<file path="src/rtl/seg_shift_driver_pkg.sv">
// Shared definitions for the serial 7-segment driver.
//   seg_state_t : frame sequencer states (2-bit encoding)
//   SEG_NBITS   : bits per frame (8 digits x 8 segments incl. DP)
//   SEG_BLANK   : all segments off (the image is active-low)
package seg_shift_driver_pkg;

  typedef enum logic [1:0] {
    ST_IDLE  = 2'd0,
    ST_SHIFT = 2'd1,
    ST_LATCH = 2'd2
  } seg_state_t;

  localparam int          SEG_NBITS = 64;
  localparam logic [63:0] SEG_BLANK = 64'hFFFF_FFFF_FFFF_FFFF;

endpackage

</file>
<file path="src/rtl/seg_bit_timer.sv">
// Half-period timer for the serial clock.
// Counts 0..CLK_DIV-1 while enabled and asserts tick on the last count.
// The counter wraps on tick and is held at zero while disabled, so every
// enable window starts with a full half period.
//   clk  : system clock
//   rst  : synchronous active-high reset
//   en   : count enable (frame in progress)
//   tick : high in the last cycle of each half period
module seg_bit_timer #(
  parameter int CLK_DIV = 2
) (
  input  logic clk,
  input  logic rst,
  input  logic en,
  output logic tick
);

  localparam int            CW   = $clog2(CLK_DIV + 1);
  localparam logic [CW-1:0] TERM = CW'(CLK_DIV - 1);

  logic [CW-1:0] div_cnt;

  assign tick = en && (div_cnt == TERM);

  always_ff @(posedge clk) begin
    if (rst) begin
      div_cnt <= '0;
    end else if (!en || tick) begin
      div_cnt <= '0;
    end else begin
      div_cnt <= div_cnt + 1'b1;
    end
  end

endmodule

</file>
<file path="src/rtl/seg_shift_driver.sv">
// Serialises a 64-bit active-low segment image onto a shift-register
// 7-segment interface, MSB first, followed by a storage latch pulse.
//   clk       : system clock
//   rst       : synchronous active-high reset (aborts a frame at once)
//   digits    : segment image, snapshotted when a frame is accepted
//   start     : frame request, accepted only in IDLE
//   busy      : frame in progress
//   done      : one-cycle pulse after the latch pulse
//   seg_sclk  : serial clock, data valid on its rising edge
//   seg_sdo   : serial data
//   seg_latch : storage register latch, high for CLK_DIV cycles
//   seg_clrn  : shift register clear, low only while in reset
//
// state    | meaning
// ST_IDLE  | waiting for start; done pulses here for one cycle
// ST_SHIFT | clocking out 64 bits, 2*CLK_DIV cycles each
// ST_LATCH | latch high for CLK_DIV cycles
module seg_shift_driver
  import seg_shift_driver_pkg::*;
#(
  parameter int CLK_DIV = 2,
  parameter int NBITS   = SEG_NBITS
) (
  input  logic        clk,
  input  logic        rst,
  input  logic [63:0] digits,
  input  logic        start,
  output logic        busy,
  output logic        done,
  output logic        seg_sclk,
  output logic        seg_sdo,
  output logic        seg_latch,
  output logic        seg_clrn
);

  localparam logic [5:0] LAST_BIT = 6'(NBITS - 1);

  seg_state_t          state, state_n;
  logic [SEG_NBITS-1:0] shreg, shreg_n;
  logic [5:0]          bit_cnt, bit_cnt_n;
  logic                busy_n, done_n, sclk_n, sdo_n, latch_n;
  logic                tick;

  // The timer runs through both SHIFT and LATCH; the final SHIFT tick wraps
  // it to zero, so LATCH gets exactly CLK_DIV cycles from the same counter.
  seg_bit_timer #(.CLK_DIV(CLK_DIV)) u_timer (
    .clk  (clk),
    .rst  (rst),
    .en   ((state == ST_SHIFT) || (state == ST_LATCH)),
    .tick (tick)
  );

  always_ff @(posedge clk) begin
    if (rst) begin
      state     <= ST_IDLE;
      shreg     <= '0;
      bit_cnt   <= '0;
      busy      <= 1'b0;
      done      <= 1'b0;
      seg_sclk  <= 1'b0;
      seg_sdo   <= 1'b1;
      seg_latch <= 1'b0;
      seg_clrn  <= 1'b0;
    end else begin
      state     <= state_n;
      shreg     <= shreg_n;
      bit_cnt   <= bit_cnt_n;
      busy      <= busy_n;
      done      <= done_n;
      seg_sclk  <= sclk_n;
      seg_sdo   <= sdo_n;
      seg_latch <= latch_n;
      seg_clrn  <= 1'b1;
    end
  end

  always_comb begin
    state_n   = state;
    shreg_n   = shreg;
    bit_cnt_n = bit_cnt;
    busy_n    = busy;
    done_n    = 1'b0;
    sclk_n    = seg_sclk;
    sdo_n     = seg_sdo;
    latch_n   = seg_latch;

    case (state)
      ST_IDLE: begin
        busy_n  = 1'b0;
        sclk_n  = 1'b0;
        latch_n = 1'b0;
        if (start) begin
          state_n   = ST_SHIFT;
          shreg_n   = digits;
          bit_cnt_n = '0;
          sdo_n     = digits[SEG_NBITS-1];
          busy_n    = 1'b1;
        end
      end

      ST_SHIFT: begin
        if (tick) begin
          if (!seg_sclk) begin
            sclk_n = 1'b1;
          end else begin
            // Falling serial clock ends the bit; next data bit presented here
            // so it is stable for the whole following low/high period.
            sclk_n = 1'b0;
            if (bit_cnt == LAST_BIT) begin
              state_n = ST_LATCH;
              latch_n = 1'b1;
            end else begin
              shreg_n   = {shreg[SEG_NBITS-2:0], 1'b0};
              bit_cnt_n = bit_cnt + 6'd1;
              sdo_n     = shreg[SEG_NBITS-2];
            end
          end
        end
      end

      ST_LATCH: begin
        sclk_n = 1'b0;
        if (tick) begin
          state_n = ST_IDLE;
          latch_n = 1'b0;
          busy_n  = 1'b0;
          done_n  = 1'b1;
        end
      end

      default: begin
        state_n = ST_IDLE;
      end
    endcase
  end

endmodule
</file>
<file path="config.mk">
export PLATFORM = sky130hd
export DESIGN_NAME = seg_shift_driver
export DESIGN_NICKNAME = d
export VERILOG_FILES = /design/src/rtl/seg_shift_driver_pkg.sv /design/src/rtl/seg_bit_timer.sv /design/src/rtl/seg_shift_driver.sv
export SDC_FILE = /design/constraint.sdc
export NUM_CORES = 1
export LEC_CHECK = 0
export CAP_MARGIN = 20
export CORE_MARGIN = 5
export CORE_UTILIZATION = 54
export CTS_CLUSTER_SIZE = 12
export DETAILED_ROUTE_END_ITERATION = 10
export PLACE_DENSITY = 0.84
export SYNTH_ARGS = -nofsm -noshare
export SYNTH_HDL_FRONTEND = slang
export SYNTH_SLANG_ARGS = --single-unit
export TNS_END_PERCENT = 50
</file>
<file path="constraint.sdc">
create_clock -name clk -period 4.45 [get_ports clk]
set_input_delay 0.445 -clock clk [delete_from_list [all_inputs] [get_ports clk]]
set_output_delay 0.445 -clock clk [all_outputs]
set_load 0.01 [all_outputs]
</file>
Yosys cells after proc, flatten, opt, wreduce, memory -nomap -nowiden
Index checks and enable logic that the tools add are counted.
{"block": "classes", "n_reduce_logical": 17, "addsub": 2, "n_bitwise": 1, "eq_ne": 10, "muxes": 33}
{"op": "$mux W63", "n": 4}
{"op": "$pmux W63 S2", "n": 1}
{"op": "$mux W6", "n": 4}
{"op": "$reduce_and A5 Y1", "n": 3}
{"op": "$mux W1", "n": 13}
{"op": "$pmux W6 S2", "n": 1}
{"op": "$mux W2", "n": 5}
{"op": "$add A6 B1 Y6 const B", "n": 1}
{"op": "$eq A6 B6 Y1 const B", "n": 1}
{"op": "$ne A2 B1 Y1 const B", "n": 3}
{"op": "$ne A2 B2 Y1 const B", "n": 3}
{"op": "$pmux W1 S2", "n": 3}
{"op": "$pmux W2 S3", "n": 1}
{"op": "$reduce_bool A2 Y1", "n": 3}
{"op": "$reduce_or A2 Y1", "n": 3}
{"op": "$eq A2 B1 Y1 const B", "n": 2}
{"op": "$reduce_and A2 Y1", "n": 2}
{"op": "$pmux W1 S3", "n": 1}
{"op": "$reduce_bool A3 Y1", "n": 1}
{"op": "$add A2 B1 Y2 const B", "n": 1}
{"op": "$eq A2 B2 Y1 const B", "n": 1}
{"op": "$logic_not A2 Y1", "n": 1}
{"op": "$logic_or A1 B1 Y1", "n": 2}
{"op": "$logic_and A1 B1 Y1", "n": 1}
{"op": "other kinds (2)", "n": 2}
{"block": "word_totals", "in_bits": 67, "out_inout_bits": 6, "ff_bits": 79, "wordCells": 73}

Longest topological paths before layout
{"block": "depth", "ltp_word": 5, "ltp_mapped": 9, "mapped_depth_nobuf": 6}

By module
From an unflattened synthesis, not the netlist that was laid out.
{"block": "hier_totals", "hier_cells": 381, "hier_area_um2": 4005.1}
{"mod": "seg_shift_driver", "n_inst": 1, "area_per_inst_um2": 3911.3, "seq_area_each_um2": 1541.5, "cells_each": 374}
{"mod": "seg_bit_timer", "n_inst": 1, "area_per_inst_um2": 93.8, "seq_area_each_um2": 40.0, "cells_each": 7}

Least setup slack after synthesis
OpenSTA, ideal clock, no wires.
{"block": "synth_timing", "kind": "flip-flop to flip-flop", "startpoint": "reg state[0]", "endpoint": "reg bit_cnt[2]", "stages_incl_launch_ff": 7, "period_less_slack_ns": 1.723, "setup_time_ns": 0.074, "path_buffers": 0, "required_time_ns": 4.376, "setup_slack_ns": 2.727, "arrival_time_ns": 1.648, "cell_sequence": "dfxtp_1 > inv_1 > ha_1 > nor2b_1 > a21o_1 > or4_1 > a31oi_1"}
{"block": "synth_via", "elab_chain_len": 5, "word_cells_on_any_way": 12, "cone_classes": "eq/ne (6); mux (1); reduce/logical (5)"}
{"element": "start, declared", "line_no": "seg_shift_driver.sv:38", "source": "seg_state_t state, state_n;"}
{"element": "start signal, assigned", "line_no": "seg_shift_driver.sv:65", "source": "state <= state_n;"}
{"element": "$eq A2 B1 Y1 or $eq A2 B2 Y1 (tied branches)", "line_no": "seg_shift_driver.sv:49, seg_shift_driver.sv:87"}
{"element": "$logic_or A1 B1 Y1", "line_no": "seg_shift_driver.sv:49", "source": ".en ((state == ST_SHIFT) || (state == ST_LATCH)),"}
{"element": "$logic_and A1 B1 Y1", "line_no": "seg_bit_timer.sv:23", "source": "assign tick = en && (div_cnt == TERM);"}
{"element": "$ne A2 B1 Y1 (no line)"}
{"element": "$reduce_and A5 Y1 (no line)"}
{"element": "end signal, assigned", "line_no": "seg_shift_driver.sv:67", "source": "bit_cnt <= bit_cnt_n;"}
{"element": "end, declared", "line_no": "seg_shift_driver.sv:40", "source": "logic [5:0] bit_cnt, bit_cnt_n;"}
Several ways; a longest one is shown, not always the timed one.
A chain may end at the register's enable or synchronous reset.

Worst setup path after layout
{"block": "layout_timing", "startpoint": "reg state[1]", "endpoint": "reg shreg[28]"}
{"block": "layout_via", "elab_chain_len": 5, "word_cells_on_any_way": 12, "cone_classes": "eq/ne (6); mux (1); reduce/logical (5)"}
{"element": "$eq A2 B1 Y1 or $eq A2 B2 Y1 (tied branches)", "line_no": "seg_shift_driver.sv:49, seg_shift_driver.sv:87"}
{"element": "$logic_or A1 B1 Y1", "line_no": "seg_shift_driver.sv:49"}
{"element": "$logic_and A1 B1 Y1", "line_no": "seg_bit_timer.sv:23"}
{"element": "$ne A2 B1 Y1 (no line)"}
{"element": "$reduce_and A5 Y1 (no line)"}
{"element": "end signal, assigned", "line_no": "seg_shift_driver.sv:66", "source": "shreg <= shreg_n;"}
{"element": "end, declared", "line_no": "seg_shift_driver.sv:39", "source": "logic [SEG_NBITS-1:0] shreg, shreg_n;"}
Several ways; a longest one is shown, not always the timed one.

==> reports/results.tsv <==
stage	metric	value	unit
drt	Avg Vias per Cell	6.07	
floorplan	starting density of the core	0.550	
worst_setup_path	worst path bufs/invs	2	
timing	fmax	336	MHz
floorplan	Die Area	0.00864	mm2
cts	clock latency on the worst-skew pair	0.35	ns
timing	period utilization	0.668	
floorplan	io pins	73	
worst_setup_path	CP max FO	52	
cts	hold_buf cts	0	
cts	CTS tree	built	
pwr	Power Dens Cells	642	mW/mm2
worst_setup_path	critical path startpoint category	register	
synthesis	Cell Area, Synth	0.00371	mm2
global_route	GR Overflow Total	0	
final_layout	fillers	554	
placement	post-detail-place hpwl	5320	um
worst_setup_path	critical path's top delay family	simple AND/OR/NAND/NOR gates	
drt	routed vias	3145	
cts	clk sinks	79	
timing	setup ws final	1.48	ns
final_layout	FF+latch area	0.00158	mm2
timing	Post-Route Skew	0.00819	ns
synthesis	post-synthesis area per instance	9.65	um2
worst_setup_path	Slowest cell on crit path	nor2_4	
worst_setup_path	CP arrival	3.18	ns
placement	pre-CTS setup slack	1.51	ns
cts	H-tree lvl count	3	
synthesis	Gate Count Post-Synth	385	
hold_path	Worst Hold Class	reg2reg	
drt	ANT nets after route	0	
timing	Fin. Hold Viols	0	
timing	final setup TNS	0	ns
cts	number of CTS-inserted buffers	9	
hold_path	worst hold start	u_timer.div_cnt[0]	
drt	drt drc	0	
cts	setup bufs post-CTS	0	
final_layout	Nets	508	
timing	min cycle time layout	2.97	ns
pwr	Pleak	1.58	nW
worst_setup_path	Max stage delay on crit path	0.76	ns
cts	root buffer cell	clkbuf_8	
synthesis	syn nets	459	
floorplan	overall die width	92.9	um
pwr	Total Power	2.94	mW
synthesis	ys async rst share	0	
worst_setup_path	Worst R2R Start	state[1]	
drt	drt first-iter violations	220	
synthesis	EDFF count, synth	0	
timing	Slew @ Worst Pin	0.947	ns
synthesis	ys flop type	dfxtp_1	
global_route	initial antenna violation count	0	
worst_setup_path	Setup CP Type	reg2reg	
placement	GPL Wtd Cong	0.859	
cts	Resized Gates After CTS	0	
synthesis	register area share after synthesis	0.426	
global_route	largest net degree at the start of global routing	66	
worst_setup_path	crit path from	state[1]	
timing	final setup fails	0	
timing	RSZ-0062 raised after global routing	no	
global_route	global-route usage over all layers	0.201	
timing	Slew Limit Fails	0	
final_layout	multi-input logic area	0.00194	mm2
synthesis	synth unique cells	38	
worst_setup_path	CP endpoint kind	register	
timing	Hold Slack	0.431	ns
floorplan	CORE AREA	0.00676	mm2
synthesis	YS warnings	0	
drt	drt pass-1 iters	4	
placement	Port Buffer Count	72	
final_layout	ant diodes	0	
cts	Max clock buf depth	2	
worst_setup_path	critical path cell sequence	inv_1 -> ha_4 -> o22ai_2 -> nor2_4 -> buf_4 -> a211oi_1	
floorplan	placement row count	30	
global_route	vias in the first global route	3073	
drt	Routed WL per cell	16.3	um
job	max-cap viol count	0	
drt	Routed Wire Length	8430	um
timing	Slew HR	0.367	
final_layout	share of cells above drive strength 1	0.0639	
worst_setup_path	WP data required	4.65	ns
run_status	status	finished, final reports clean	
pwr	peak supply drop	309	uV
synthesis	Synth Register Bits	79	
final_layout	P&R area growth vs syn	23.3	%
floorplan	Die H	92.9	um
worst_setup_path	r2r setup slk	1.48	ns
global_route	first-pass GRT wire length	14200	um
cts	clock-pin slew on the worst setup and hold paths	0.08	ns
[cells in the final DEF, fill, tap and decap left out, types with 2 or more instances in the layout]
cell type / count
mux2i_1: 64
ha_1: 6
nand4_1: 2
inv_1: 5
dfxtp_1: 79
a211oi_1: 63
nor2_1: 5
o21ai_0: 8
buf_4: 4
and2_1: 2
a31oi_1: 2
nand3_1: 6
clkbuf_8: 10
a21oi_1: 69
or4_1: 3
clkdlybuf4s50_1: 71
nand2_1: 7
o31ai_1: 2
clkinv_2: 3
nand3b_1: 3
[path summary, 6_finish.rpt]
kind                            cells past startpoint                  to
worst max-delay path                                6           shreg[28]
worst min-delay path                                1  u_timer.div_cnt[0]
worst max register to register                      6           shreg[28]
worst min register to register                      1  u_timer.div_cnt[0]
[metrics by stage]
| step | cells | util | instance area [um2] |
|---|---|---|---|
| after floorplan | 385 | - | 3710 |
| after global placement | 502 | 0.650 | 4390 |
| after detailed placement | 502 | 0.650 | 4390 |
| after CTS | 517 | 0.674 | 4550 |
| after global routing | 518 | 0.678 | 4580 |
| final | 518 | 0.678 | 4580 |
[kinds of logic (layout without fill, tap and decap cells)]
family	count (synthesis)	after routing	synth area share
and+or+nand+nor	35	35	0.0519
AOI/OAI and AO/OA	155	155	0.266
muxes	64	64	0.172
adders and majority gates	7	7	0.0236
buffers and inverters	45	98	0.0603
DFF	79	79	0.426
[synth_stat cells (2+ instances only)]
master     n  area share
a21oi_1   70       0.094
nand4_1    2      0.0034
and2_1     2      0.0034
a211oi_1  63        0.13
clkbuf_1  12       0.012
buf_4      6       0.012
o21ai_0    8       0.011
o31ai_1    2      0.0040
nand3b_1   3      0.0061
ha_1       7       0.024
inv_1      5      0.0051
nor2_1     5      0.0051
nand2_1    7      0.0071
a31oi_1    2      0.0034
buf_2     20       0.027
mux2i_1   64        0.17
nand3_1    6      0.0081
dfxtp_1   79        0.43
or4_1      3      0.0061
[power by group]
group	internal [mW]	total (mW)	switching [mW]
clock network	0.212	0.464	0.252
logic	0.584	1.35	0.770
registers	0.974	1.12	0.147
total	1.77	2.94	1.17
[per-layer routing]
| metal | global-route usage | wire, um | vias up |
|---|---|---|---|
| li1 | - | - | 1553 |
| met1 | 0.273 | 3950 | 1485 |
| met2 | 0.304 | 3870 | 86 |
| met3 | 0.0390 | 390 | 21 |
| met4 | 0.0952 | 226 | 0 |
| met5 | 0 | 0 | - |
[sequential cells by signal, indices dropped and copies added, names as in the netlist]
name             flops
busy                 1
u_timer.div_cnt      2
seg_sdo              1
seg_sclk             1
done                 1
state                2
seg_latch            1
shreg               63
bit_cnt              6
seg_clrn             1
[area by class of cell]
class | count | area share
sequential | 79 | 0.345
clock inverter | 4 | 0.00492
tap | 80 | 0.0219
timing repair buffer | 77 | 0.169
multi-input combinational | 261 | 0.423
clock buffer | 11 | 0.0309
inverter | 6 | 0.00492
[worst reg2reg max path, stage by stage, from the launching register on]
cell	delay, ns
dfxtp_1	0.34
inv_1	0.15
ha_4	0.71
o22ai_2	0.33
nor2_4	0.76
buf_4	0.42
a211oi_1	0.13
Note: power is estimated with default switching activity, not from simulation.
